$ cat config.mk
export PLATFORM = sky130hd
export DESIGN_NAME = pipe_stage_reg
export DESIGN_NICKNAME = d
export VERILOG_FILES = /design/src/rtl/pipe_stage_reg.sv
export SDC_FILE = /design/constraint.sdc
export NUM_CORES = 1
export LEC_CHECK = 0
export CORE_MARGIN = 3
export CORE_UTILIZATION = 33
export DETAILED_ROUTE_END_ITERATION = 12
export PLACE_DENSITY = 0.65
export SLEW_MARGIN = 0
export SYNTH_ARGS = -nofsm -noshare
export SYNTH_HDL_FRONTEND = slang
export SYNTH_SLANG_ARGS = --single-unit
$ cat constraint.sdc
create_clock -name clk_i -period 4.4 [get_ports clk_i]
set_input_delay 0.44 -clock clk_i [delete_from_list [all_inputs] [get_ports clk_i]]
set_output_delay 0.44 -clock clk_i [all_outputs]
set_load 0.01 [all_outputs]
$ cat src/rtl/pipe_stage_reg.sv
// pipe_stage_reg
//   Generic inter-stage pipeline register with a valid/ready handshake and a
//   two-entry skid buffer. The main entry drives the outputs and the skid
//   entry absorbs one beat of overlap, so the upstream ready is taken from a
//   register rather than from the downstream ready.
//
//   Controls, in order of priority on each edge:
//   reset (asynchronous) > flush (bubble) > keep (stall) > normal flow.
//
// Ports
//   clk_i        clock, rising edge
//   rst_i        asynchronous reset, active low
//   flush_i      drop both entries and drive BUBBLE_VAL on data_o
//   keep_i       freeze the stage: nothing is accepted and nothing is released
//   valid_i      upstream beat valid
//   data_i       upstream payload
//   ready_o      stage accepts a beat this cycle
//   valid_o      data_o holds a valid beat
//   data_o       head payload (main entry)
//   ready_i      downstream accepts the head
//   occ_o        number of entries held, 0..2
//   stall_cnt_o  saturating count of cycles in which the head was stalled
//   stall_clr_i  synchronous clear of stall_cnt_o
module pipe_stage_reg #(
  parameter int unsigned            WIDTH      = 32,
  parameter logic [WIDTH-1:0]       BUBBLE_VAL = '0,
  parameter int unsigned            CNT_W      = 16
) (
  input  logic             clk_i,
  input  logic             rst_i,
  input  logic             flush_i,
  input  logic             keep_i,
  input  logic             valid_i,
  input  logic [WIDTH-1:0] data_i,
  output logic             ready_o,
  output logic             valid_o,
  output logic [WIDTH-1:0] data_o,
  input  logic             ready_i,
  output logic [1:0]       occ_o,
  output logic [CNT_W-1:0] stall_cnt_o,
  input  logic             stall_clr_i
);

  logic             main_valid;
  logic [WIDTH-1:0] main_data;
  logic             skid_valid;
  logic [WIDTH-1:0] skid_data;
  logic [CNT_W-1:0] stall_cnt;

  logic             in_fire;
  logic             out_fire;
  logic             head_stalled;

  // ready_o only looks at the registered skid state plus keep_i, so the
  // downstream ready never propagates combinationally to the upstream stage.
  assign ready_o      = ~skid_valid & ~keep_i;
  assign in_fire      = valid_i & ready_o;
  assign out_fire     = main_valid & ready_i & ~keep_i;
  assign head_stalled = main_valid & (~ready_i | keep_i);

  assign valid_o     = main_valid;
  assign data_o      = main_data;
  assign occ_o       = {1'b0, main_valid} + {1'b0, skid_valid};
  assign stall_cnt_o = stall_cnt;

  // Entry storage. data_o keeps its last payload when the main entry drains;
  // it only changes on a load, a flush or a reset.
  always_ff @(posedge clk_i or negedge rst_i) begin
    if (!rst_i) begin
      main_valid <= 1'b0;
      main_data  <= BUBBLE_VAL;
      skid_valid <= 1'b0;
      skid_data  <= '0;
    end else if (flush_i) begin
      // A beat offered in the same cycle is dropped along with the entries.
      main_valid <= 1'b0;
      main_data  <= BUBBLE_VAL;
      skid_valid <= 1'b0;
    end else if (keep_i) begin
      main_valid <= main_valid;
      main_data  <= main_data;
      skid_valid <= skid_valid;
      skid_data  <= skid_data;
    end else if (out_fire) begin
      if (skid_valid) begin
        // Skid moves up to the head, keeping arrival order.
        main_data <= skid_data;
        if (in_fire) begin
          skid_data <= data_i;
        end else begin
          skid_valid <= 1'b0;
        end
      end else if (in_fire) begin
        main_data <= data_i;
      end else begin
        main_valid <= 1'b0;
      end
    end else if (in_fire) begin
      if (!main_valid) begin
        main_valid <= 1'b1;
        main_data  <= data_i;
      end else begin
        // Head is stuck: the new beat lands in the (empty) skid entry and
        // ready_o falls on the following cycle.
        skid_valid <= 1'b1;
        skid_data  <= data_i;
      end
    end
  end

  // Stall counter: clear wins over increment, flush suppresses counting but
  // does not clear, and the count saturates instead of wrapping.
  always_ff @(posedge clk_i or negedge rst_i) begin
    if (!rst_i) begin
      stall_cnt <= '0;
    end else if (stall_clr_i) begin
      stall_cnt <= '0;
    end else if (head_stalled && !flush_i && (stall_cnt != '1)) begin
      stall_cnt <= stall_cnt + 1'b1;
    end
  end

endmodule

==> impl_results.md <==
- Share of cells above drive strength 1: ~16%
- Die area: approximately 13,000 sq um
- CTS Hold Bufs: 0
- Critical path buffer and inverter count: 2
- CP Max Fanout: 33
- Worst Path Arrival: approximately 2.5 ns
- Total track usage: between 10% and 20%
- Grt total ovfl: 0
- Pins Over Slew Limit: 0
- CTS tree: yes
- Largest net degree at the start of global routing: slightly above 80
- CP endpoint: data_o[0]
- Final setup vio count: 0
- Port bufs: 90
- Place WS: ~1.7 ns
- Seq/Total Area, Yosys: a little over half
- DR WL/cell: approximately 15 um
- Initial antenna violation count: 0
- Placer congestion estimate: roughly 0.76
- DR vias/cell: between 5 and 6
- Initial Util: between 30% and 40%
- Commonest non-fill, non-tap cell in the layout: clkdlybuf4s50_1
- Worst-path cell chain: clkdlybuf4s50_1 -> or2_2 -> a41oi_4 -> buf_4 -> or2_2 -> o21ai_0
- Synth Flop Type: dfrtp_1
- H-tree levels: 3
- Synth area leaders: dfrtp_1 55%, mux2_2 11%, mux2i_1 8.8%
- DR pass1 iterations: 5
- Clock latency on the worst-skew pair: ~0.33 ns
- Synth area leader: dfrtp_1
- VDD IR max: ~160 uV
- Power density cells: between 300 and 400 nW/um^2
- Clock sinks: 82
- Remaining DRCs: 0
- Synth warn: 0
- Seq cells post-synth: 82
- Outcome: completed
- TNS Setup: 0 ns
- Post-synth top area share: 54.6%
- Core area: 11,000 sq um
- Fraction of registers with async set/reset: 100%
- Worst path max stage delay: around 0.53 ns
- Tcrit/Tclk final: 53.5%
- Syn nets: around 370
- TritonCTS buffer count: 9
- RSZ-0062 raised after global routing: false
- Fin. Hold Viols: 0
- Clk slew on worst S/H paths: roughly 0.06 ns
- Crit path capture type: register
- First-pass GRT wire length: roughly 14,000 um
- Num rows: 38
- Die X: between 100 and 150 um
- Reg-to-Reg Start: skid_valid
- Slowest CP cell: or2_2
- Capturing point of the worst reg2reg path: data_o[0]
- Leakage power: 2.41 nW
- Worst Setup SP: valid_i
- R2R setup slack: roughly 2.2 ns
- DRT antenna net count: 0
- Most frequent CP cell: or2_2
- Post-CTS Setup Inserts: 0
- DP HPWL: ~5900 um
- # diodes: 0
- DRT iter0 DRCs: slightly below 80
- Kind of cell adding the most delay to the critical path: simple AND/OR/NAND/NOR gates
- Netlist cell types: 33
- Final nets: 456
- Worst path required time: between 4 and 5 ns
- Clock Path Buffers: 2
- Max_cap viols: 0
- I/O pins: 91
- Clock root cell: clkbuf_16
- Placed cells: between 500 and 600
- Setup Skew: around 0.008 ns
- Cell Area, Synth: 3760 sq um
- Core Util, Final: roughly 47%
- Drt total wl: approximately 8600 um
- EDFF count, synth: 0
- Power Total: 2.04 mW
- HP Class: in -> async
- Finished Layout Cells: 560
- Post-cts resize count: 0
- Layout overhead on the synthesized area: 37.6%
- Setup crit start kind: input port
- Max-slew headroom: approximately 30%
- Mean Syn Cell Area: 11.5 sq um
- Vias in the first global route: about 2,900
- Min cycle time layout: approximately 2.4 ns
- Setup CP Type: in -> reg
- Worst setup margin: just over 2 ns
- Least-Margin Pin Slew: approximately 1.1 ns
- Worst path depth: 6
- Most frequent cells in the layout: 89 x clkdlybuf4s50_1, 82 x dfrtp_1, 41 x nand2_1, 36 x mux2_2
- Synth Instances: between 300 and 400
- Achievable Freq: ~420 MHz
- Routed vias: 2,811
- Chip height: 113 um
- Reg2Reg Depth: 5
==> kinds of logic after synthesis <==
group	share of synthesized area (%)
flops	54.6
simple gates	14.6
fa+ha+maj	0.666
compound gates	7.32
mux	20.8
buf+inv	2.03
==> synth_stat cells (2+ instances only) <==
cell	number
dfrtp_1	82
nand2_1	42
mux2_2	36
mux2i_1	33
o21ai_0	33
nor2_1	12
clkbuf_1	8
nor2b_1	8
a21oi_1	7
buf_2	7
nor4_1	7
o31ai_1	6
nand2b_1	5
mux2_1	4
nand3_1	4
or4_1	4
inv_1	3
nand4_2	3
or2_2	3
or3_1	3
and3_1	2
ha_1	2
nand4_1	2
nor4_2	2
==> where the power goes <==
group | internal, mW | switching [mW] | total (mW)
Clock | 0.630 | 0.302 | 0.932
Sequential | 0.833 | 0.0427 | 0.876
Combinational | 0.137 | 0.0972 | 0.234
Total | 1.60 | 0.442 | 2.04
==> final cells by class <==
type | instances | area [sq um]
multi-input cells | 227 | 1640
repair buffers | 92 | 913
inverters | 3 | 11.3
clock inverters | 6 | 138
flip-flops and latches | 82 | 2050
fillers | 994 | 5810
clock buffers | 10 | 239
well taps | 140 | 175
==> metal layers <==
layer  vias to the layer above  track usage [%]  routed length, um
li1                       1347                -                  -
met1                      1373             18.0               3970
met2                        81             23.5               4170
met3                        10             3.10                397
met4                         0             4.73                102
met5                         -                0                  0
==> flip-flops by register name, indices dropped and copies added (netlist names) <==
name         count
valid_o          1
stall_cnt_o     16
skid_data       32
data_o          32
skid_valid       1
==> per-stage QoR <==
step                cell area [sq um]  hold slack (ns)
global placement                 4800            0.466
global route                     5170            0.401
floorplan                        3760            0.144
CTS                              5170            0.349
finish                           5170            0.310
detailed placement               4800            0.470
==> how the worst min path moves through the flow <==
stage                          start            end  slack (ns)  cells past startpoint
after CTS                      rst_i  skid_data[30]        0.35                      1
final                          rst_i      data_o[3]        0.31                      1
after global placement    data_o[11]     data_o[11]        0.47                      2
after detailed placement   data_o[8]      data_o[8]        0.47                      2
after global routing           rst_i      data_o[3]        0.40                      1
after floorplan                rst_i      data_o[0]        0.14                      0
Power figures use the tool's default switching activity.
